[src/rtl/bus_arbiter.sv]
// Round-robin arbiter for a shared tristate bus. Grant and oe are registered
// and one-hot; an all-off turnaround separates consecutive owners.
module bus_arbiter #(
    parameter int N          = 4,
    parameter int HOLD_MAX   = 8,
    parameter int TURNAROUND = 1
) (
    input  logic                 Clock,
    input  logic                 nReset,
    input  logic [N-1:0]         req,
    output logic [N-1:0]         grant,
    output logic [N-1:0]         oe,
    output logic [$clog2(N)-1:0] owner,
    output logic                 busy
);
    localparam int OW = $clog2(N);
    localparam int HW = (HOLD_MAX > 1) ? $clog2(HOLD_MAX) : 1;
    localparam int TW = (TURNAROUND > 1) ? $clog2(TURNAROUND) : 1;
    localparam logic [HW-1:0] HOLD_LAST = HW'(HOLD_MAX - 1);
    localparam logic [TW-1:0] TURN_LAST = TW'(TURNAROUND - 1);
    localparam logic [N-1:0]  ONE       = {{(N-1){1'b0}}, 1'b1};

    typedef enum logic [1:0] {IDLE, GRANT, OWN, TURN} state_t;

    state_t        state_q, state_n;
    logic [N-1:0]  grant_n, oe_n;
    logic [OW-1:0] owner_n, ptr_q, ptr_n;
    logic [HW-1:0] hold_q, hold_n;
    logic [TW-1:0] turn_q, turn_n;

    logic [2*N-1:0] req_rot_w;
    logic [N-1:0]   req_rot;
    logic [OW-1:0]  win_off, win, next_ptr;
    logic [OW:0]    win_sum;
    logic           win_vld, owner_req, others;

    // Rotate so the scan always starts at bit 0, then map the offset back.
    always_comb begin
        req_rot_w = {req, req} >> ptr_q;
        req_rot   = req_rot_w[N-1:0];
        win_vld   = |req_rot;
        win_off   = '0;
        for (int i = N - 1; i >= 0; i--) begin
            if (req_rot[i]) win_off = OW'(i);
        end
        win_sum = {1'b0, ptr_q} + {1'b0, win_off};
        if (win_sum >= (OW+1)'(N)) win_sum = win_sum - (OW+1)'(N);
        win = win_sum[OW-1:0];
    end

    // grant is one-hot on the owner in GRANT/OWN, so masking avoids indexing.
    assign owner_req = |(req & grant);
    assign others    = |(req & ~grant);
    assign next_ptr  = (owner == OW'(N - 1)) ? '0 : owner + 1'b1;

    always_comb begin
        state_n = state_q;
        grant_n = grant;
        oe_n    = oe;
        owner_n = owner;
        ptr_n   = ptr_q;
        hold_n  = hold_q;
        turn_n  = turn_q;
        unique case (state_q)
            IDLE: begin
                grant_n = '0;
                oe_n    = '0;
                if (win_vld) begin
                    state_n = GRANT;
                    grant_n = ONE << win;
                    owner_n = win;
                end
            end
            GRANT: begin
                oe_n = '0;
                if (owner_req) begin
                    state_n = OWN;
                    oe_n    = grant;
                    hold_n  = '0;
                end else begin
                    state_n = TURN;
                    grant_n = '0;
                    turn_n  = '0;
                end
            end
            OWN: begin
                oe_n = grant;
                if (!owner_req || (hold_q == HOLD_LAST && others)) begin
                    state_n = TURN;
                    grant_n = '0;
                    oe_n    = '0;
                    ptr_n   = next_ptr;
                    turn_n  = '0;
                end else if (hold_q != HOLD_LAST) begin
                    hold_n = hold_q + 1'b1;
                end
            end
            TURN: begin
                grant_n = '0;
                oe_n    = '0;
                if (turn_q == TURN_LAST) state_n = IDLE;
                else                     turn_n  = turn_q + 1'b1;
            end
            default: state_n = IDLE;
        endcase
    end

    always_ff @(posedge Clock or negedge nReset) begin
        if (!nReset) begin
            state_q <= IDLE;
            grant   <= '0;
            oe      <= '0;
            owner   <= '0;
            busy    <= 1'b0;
            ptr_q   <= '0;
            hold_q  <= '0;
            turn_q  <= '0;
        end else begin
            state_q <= state_n;
            grant   <= grant_n;
            oe      <= oe_n;
            owner   <= owner_n;
            busy    <= (state_n != IDLE);
            ptr_q   <= ptr_n;
            hold_q  <= hold_n;
            turn_q  <= turn_n;
        end
    end
endmodule

[config.mk]
export PLATFORM = sky130hd
export DESIGN_NAME = bus_arbiter
export DESIGN_NICKNAME = d
export VERILOG_FILES = /design/src/rtl/bus_arbiter.sv
export SDC_FILE = /design/constraint.sdc
export NUM_CORES = 1
export LEC_CHECK = 0
export BUFFER_PORTS_ARGS = -buffer_cell sky130_fd_sc_hd__buf_4
export CAP_MARGIN = 20
export CORE_UTILIZATION = 50
export CTS_BUF_LIST = sky130_fd_sc_hd__clkbuf_2
export CTS_CLUSTER_DIAMETER = 100
export CTS_CLUSTER_SIZE = 12
export DETAILED_ROUTE_END_ITERATION = 10
export PLACE_DENSITY = 0.72
export SETUP_SLACK_MARGIN = 0.02
export SLEW_MARGIN = 20
export SYNTH_ARGS = -nofsm -noshare
export SYNTH_HDL_FRONTEND = slang
export SYNTH_SLANG_ARGS = --single-unit
[constraint.sdc]
create_clock -name Clock -period 2.05 [get_ports Clock]
set_input_delay 0 -clock Clock [delete_from_list [all_inputs] [get_ports Clock]]
set_output_delay 0 -clock Clock [all_outputs]
set_load 0.02 [all_outputs]
# Yosys cells after proc, flatten, opt, wreduce, memory -nomap -nowiden
# Index checks and enable logic that the tools add are counted.
dict set report totals {
  output_inout_bits 11
  elab_cells 69
  in_bits 6
  ff_bits 19
}
dict set report op_classes {
  reduce_logical 15
  n_eq_ne 11
  n_mux 24
  bitwise 3
  shift 2
  n_lt_le_gt_ge 1
  addsub 5
}
# cell n
set op_table {}
lappend op_table {{2-bit two-way mux} 9}
lappend op_table {{4-bit case mux with 4 select lines} 1}
lappend op_table {{4-bit two-way mux} 3}
lappend op_table {{4-bit case mux with 3 select lines} 1}
lappend op_table {{4-bit OR reduction} 3}
lappend op_table {{2-bit != test, second input constant} 5}
lappend op_table {{3-bit two-way mux} 3}
lappend op_table {{4-bit AND} 2}
lappend op_table {{2-bit case mux with 4 select lines} 1}
lappend op_table {{8-bit by 2-bit right shift with 4-bit output} 1}
lappend op_table {{2-bit == test, second input constant} 3}
lappend op_table {{3-bit case mux with 2 select lines} 1}
lappend op_table {{1-bit two-way mux} 4}
lappend op_table {{4-bit inverter} 1}
lappend op_table {{2-bit AND reduction} 2}
lappend op_table {{4-bit AND reduction} 1}
lappend op_table {{2-bit nonzero test} 2}
lappend op_table {{1-bit by 2-bit << shifter with 4-bit output, first input constant} 1}
lappend op_table {{2-bit by 2-bit adder with 3-bit output} 1}
lappend op_table {{3-bit by 1-bit adder with 3-bit output, second input constant} 1}
lappend op_table {{3-bit == test, second input constant} 1}
lappend op_table {{3-bit greater-or-equal comparator, second input constant} 1}
lappend op_table {{3-bit != test, second input constant} 1}
lappend op_table {{1-bit case mux with 3 select lines} 1}
lappend op_table {{other kinds (11)} 11}

# Logic depth before layout (Yosys ltp)
dict set report depth {
  ltp_word 11
  depth_mapped 10
  depth_no_buf 9
}

# Least setup slack after synthesis
# Ideal clock, no wire load.
dict set report synth_timing {
  path_kind {register to register}
  from {register ptr_q[0]}
  to {register grant[1]}
  t_arrival_ns 1.644
  slack_ns 0.285
  setup_time_ns 0.121
  required_time_ns 1.929
  period_less_slack_ns 1.765
  n_path_buf 1
  path_stages_with_launch 11
  cell_sequence {dfrtp_1 -> buf_8 -> inv_1 -> nand2_1 -> o221ai_1 -> o21ai_0 -> o221ai_1 -> ha_1 -> xor2_1 -> xnor2_2 -> a22o_1}
}
dict set report synth_between {
  elab_chain_len 11
  elab_cells_between_ends 13
  cone_classes {2 x add/sub; 1 x order compare; 2 x shift; 7 x mux; 1 x reduce/logical}
}
# item line_no
set synth_rtl {}
lappend synth_rtl {{start: declaration} 27} ;# logic [OW-1:0] owner_n, ptr_q, ptr_n;
lappend synth_rtl {{start signal: assignment} 124} ;# ptr_q <= ptr_n;
lappend synth_rtl {{8-bit by 2-bit right shift with 4-bit output} 39} ;# req_rot_w = {req, req} >> ptr_q;
lappend synth_rtl {{2-bit two-way mux (4 in series)} 44} ;# if (req_rot[i]) win_off = OW'(i);
lappend synth_rtl {{2-bit by 2-bit adder with 3-bit output} 46} ;# win_sum = {1'b0, ptr_q} + {1'b0, win_off};
lappend synth_rtl {{3-bit greater-or-equal comparator or 2-bit by 1-bit subtractor with 2-bit output (tied branches)} 47} ;# if (win_sum >= (OW+1)'(N)) win_sum = win_sum - (OW+1)'(N);
lappend synth_rtl {{2-bit two-way mux} 47}
lappend synth_rtl {{1-bit by 2-bit << shifter with 4-bit output} 70} ;# grant_n = ONE << win;
lappend synth_rtl {{4-bit two-way mux *} 68} ;# if (win_vld) begin
lappend synth_rtl {{4-bit case mux with 4 select lines *} 64} ;# unique case (state_q)
lappend synth_rtl {{named net grant_n[1]} 26} ;# logic [N-1:0] grant_n, oe_n;
lappend synth_rtl {{end signal: assignment} 120} ;# grant <= grant_n;
lappend synth_rtl {{end: declaration} 11} ;# output logic [N-1:0] grant,
# The timed path passes the listed nets; every way through them passes the cells marked *.
# A chain may end at the register's enable or synchronous reset.

# Worst setup path after layout
# Ends and elaborated chain as after synthesis.

==> results.toml <==
[final_layout]
antenna_cells = 0
synthToLayoutAreaGrowth_pct = 13.1
drive_gt1_share_pct = 25.4
final_nets = 142
finalNonFillerCells = 154
final_common_cell = "buf_4"
final_cell_mix = "buf_4, dfrtp_1, nand2_1"
stdcell_area_um2 = 1310

[synthesis]
avgSynthCellArea_um2 = 10.7
yosysWarnings = 0
syn-num-nets = 123
yosys.cell_types.count = 43
synth_area_um2 = 1160
synth-seq-cells = 18
synthCells = 108
yosysSeqAreaShare_pct = 38.9

[power]
ir_worst_vdd_mv = 0.826
powerDensity_nw_per_um2 = 1330
cellLeakagePower_uw = 0.000631
finalPower_uw = 1740

[sta]
hold_violations = 0
finalSetupViolations = 0
worst_pin_slew_ps = 420
min_period_ps = 1910
period_share_pct = 93.1
rsz0062_at_grt = "no"
max_freq_mhz = 524
fin_setup_tns_ps = 0
slew_violations = 0
max_slew_margin_pct = 72.0
skew_ps = 3.36

[floorplanning]
initial_utilization_pct = 52.9
io-pin-count = 17
die_area_um2 = 2510
row_count = 17
core_um2 = 2190
chipHeight_um = 50.1
die_w_um = 50.1

[drt]
vias = 875
ant_nets = 0
wl_mm = 2.23
remaining_drc_errors = 0
viasPerCell = 5.68
routedWlPerCell_um = 14.5
dr.pass1.iters = 4
drtIter0Drc = 13

[global_routing]
antenna_found_initial = 0
grt_start_max_net_pins = 19
grt_pass1_vias = 838
grt_pass1_wl_mm = 3.80
track_usage_pct = 20.6
gr-total-overflow = 0

[worst_setup_path]
worstSetupStartpointType = "register"
crit_chain = "inv_1, nand2_1, o221ai_1, o21ai_0, o221ai_1, ha_1, xor2_1, xnor2_2, a22o_1"
arrival_ps = 2120
path_class = "reg -> reg"
critical_path.max_fanout = 9
cp.required_ps = 2260
slowest_stage = "dfrtp_2"
cpMostUsedCell = "o221ai_1"
worst_path_largest_cell_delay_ps = 490
end_kind = "register"

[clocking]
clock_latency_ps = 300
cts_max_level = 1
clock-root-buffer = "clkbuf_2"
cts_tree = "done"
clock-sinks = 18
path_clk_slew_ps = 170
clock_path_buffers = 2
cts_buffers = 3

[status]
outcome = "complete, no violations"

[flow_run]
drv_cap = 0

[placement]
dpl-instance-area_um2 = 1260
port_buffers = 16
gp_congestion = 0.785
dp.cells = 147
dp_hpwl_mm = 1.64

[min_path]
min_path_type = "in -> async"
## final timing paths
check / from / endpoint / slack, ps / cells past startpoint
max: ptr_q[0] / grant[1] / 140 / 9
min: nReset / oe[2] / 70 / 2
max reg2reg: ptr_q[0] / grant[1] / 140 / 9
min reg2reg: owner[0] / ptr_q[0] / 540 / 1
max in group asynchronous: nReset / ptr_q[0] / 1780 / 2
min in group Clock: req[3] / owner[1] / 270 / 6
## critical path: cells and delay by family (launching register included)
kind                       cells  cell delay, ps
DFF                            1             490
AOI/OAI and AO/OA              4             560
buffers and inverters          1             110
adders and majority gates      1             210
and+or+nand+nor                1              60
xor gates and xnor gates       2             360
## kinds of logic (layout without fill, tap and decap cells)
logic type | count (synthesis) | after routing | share of synthesized area [%]
XOR/XNOR | 2 | 2 | 2.16
multiplexers | 4 | 4 | 3.67
AO/OA/AOI/OAI | 29 | 29 | 22.4
AND/OR/NAND/NOR | 38 | 38 | 18.0
flip-flops | 18 | 18 | 38.9
adder cells (fa/ha/maj) | 9 | 9 | 9.72
buffers and inverters | 8 | 26 | 5.18
## report_power, final
group | internal [uW] | switching (uW)
Combinational | 434 | 529
Clock | 42.4 | 112
Sequential | 476 | 144
## final cells by class
cell class                 count  area, um^2
tap                           28        35.0
timing repair buffer          19         145
sequential                    18         452
clock inverter                 1        3.75
fill                         182         881
inverter                       3        11.3
clock buffer                   3        15.0
multi-input combinational     82         648
## stage by stage
| stage | hold slack, ps | setup slack [ps] | util, % |
|---|---|---|---|
| floorplan | -296 | 285 | - |
| finish | 68.1 | 142 | 59.8 |
| global placement | -122 | 201 | 57.7 |
| global route | 64.1 | 15.4 | 59.8 |
| detailed placement | -119 | 57.2 | 57.7 |
| CTS | 62.3 | 47.8 | 59.1 |
## cell usage after synthesis, drive strengths merged
master | n | area (um^2)
o2bb2ai | 2 | 17.5
and3b | 1 | 8.76
dfrtp | 18 | 450
ha | 9 | 113
mux2i | 2 | 20.0
or4 | 1 | 11.3
buf | 4 | 45.0
o22ai | 1 | 6.26
a21o | 1 | 7.51
o31ai | 1 | 7.51
o311ai | 1 | 26.3
o21ai | 7 | 38.8
xnor2 | 1 | 16.3
nand3 | 1 | 5.00
xor2 | 1 | 8.76
nor3 | 3 | 20.0
nor3b | 1 | 7.51
nand2 | 12 | 45.0
a22o | 6 | 52.6
nor2 | 4 | 15.0
o41ai | 1 | 16.3
or2 | 2 | 12.5
inv | 3 | 11.3
o221ai | 2 | 17.5
a221oi | 2 | 35.0
and3 | 1 | 6.26
and2 | 4 | 25.0
nor2b | 4 | 25.0
o21bai | 1 | 7.51
o41a | 1 | 11.3
clkbuf | 1 | 3.75
mux2 | 2 | 22.5
and2b | 1 | 8.76
nand2b | 3 | 18.8
a21oi | 3 | 15.0
## what timing repair did
action | 4_1_cts | 5_1_grt
setup buffers | 0 | 2
gates resized for setup | 0 | 1
hold buffers | 1 | 0
endpoints found under the setup margin | 0 | 5
endpoints found under the hold margin | 18 | 0
## flip-flops by register name, indices dropped and copies added, names as in the netlist
register and cells:
state_q 2, hold_q 3, ptr_q 2, owner 2
oe 4, busy 1, grant 4
## per-layer routing
| layer | share of wire, % | up-vias | wire length, um | track usage, % |
|---|---|---|---|---|
| li1 | - | 427 | - | - |
| met1 | 45 | 422 | 997 | 24.5 |
| met2 | 49 | 20 | 1090 | 36.0 |
| met3 | 3.9 | 6 | 88 | 2.73 |
| met4 | 2.3 | 0 | 52 | 10.0 |
| met5 | 0 | - | 0 | 0 |
Power figures use the tool's default switching activity.
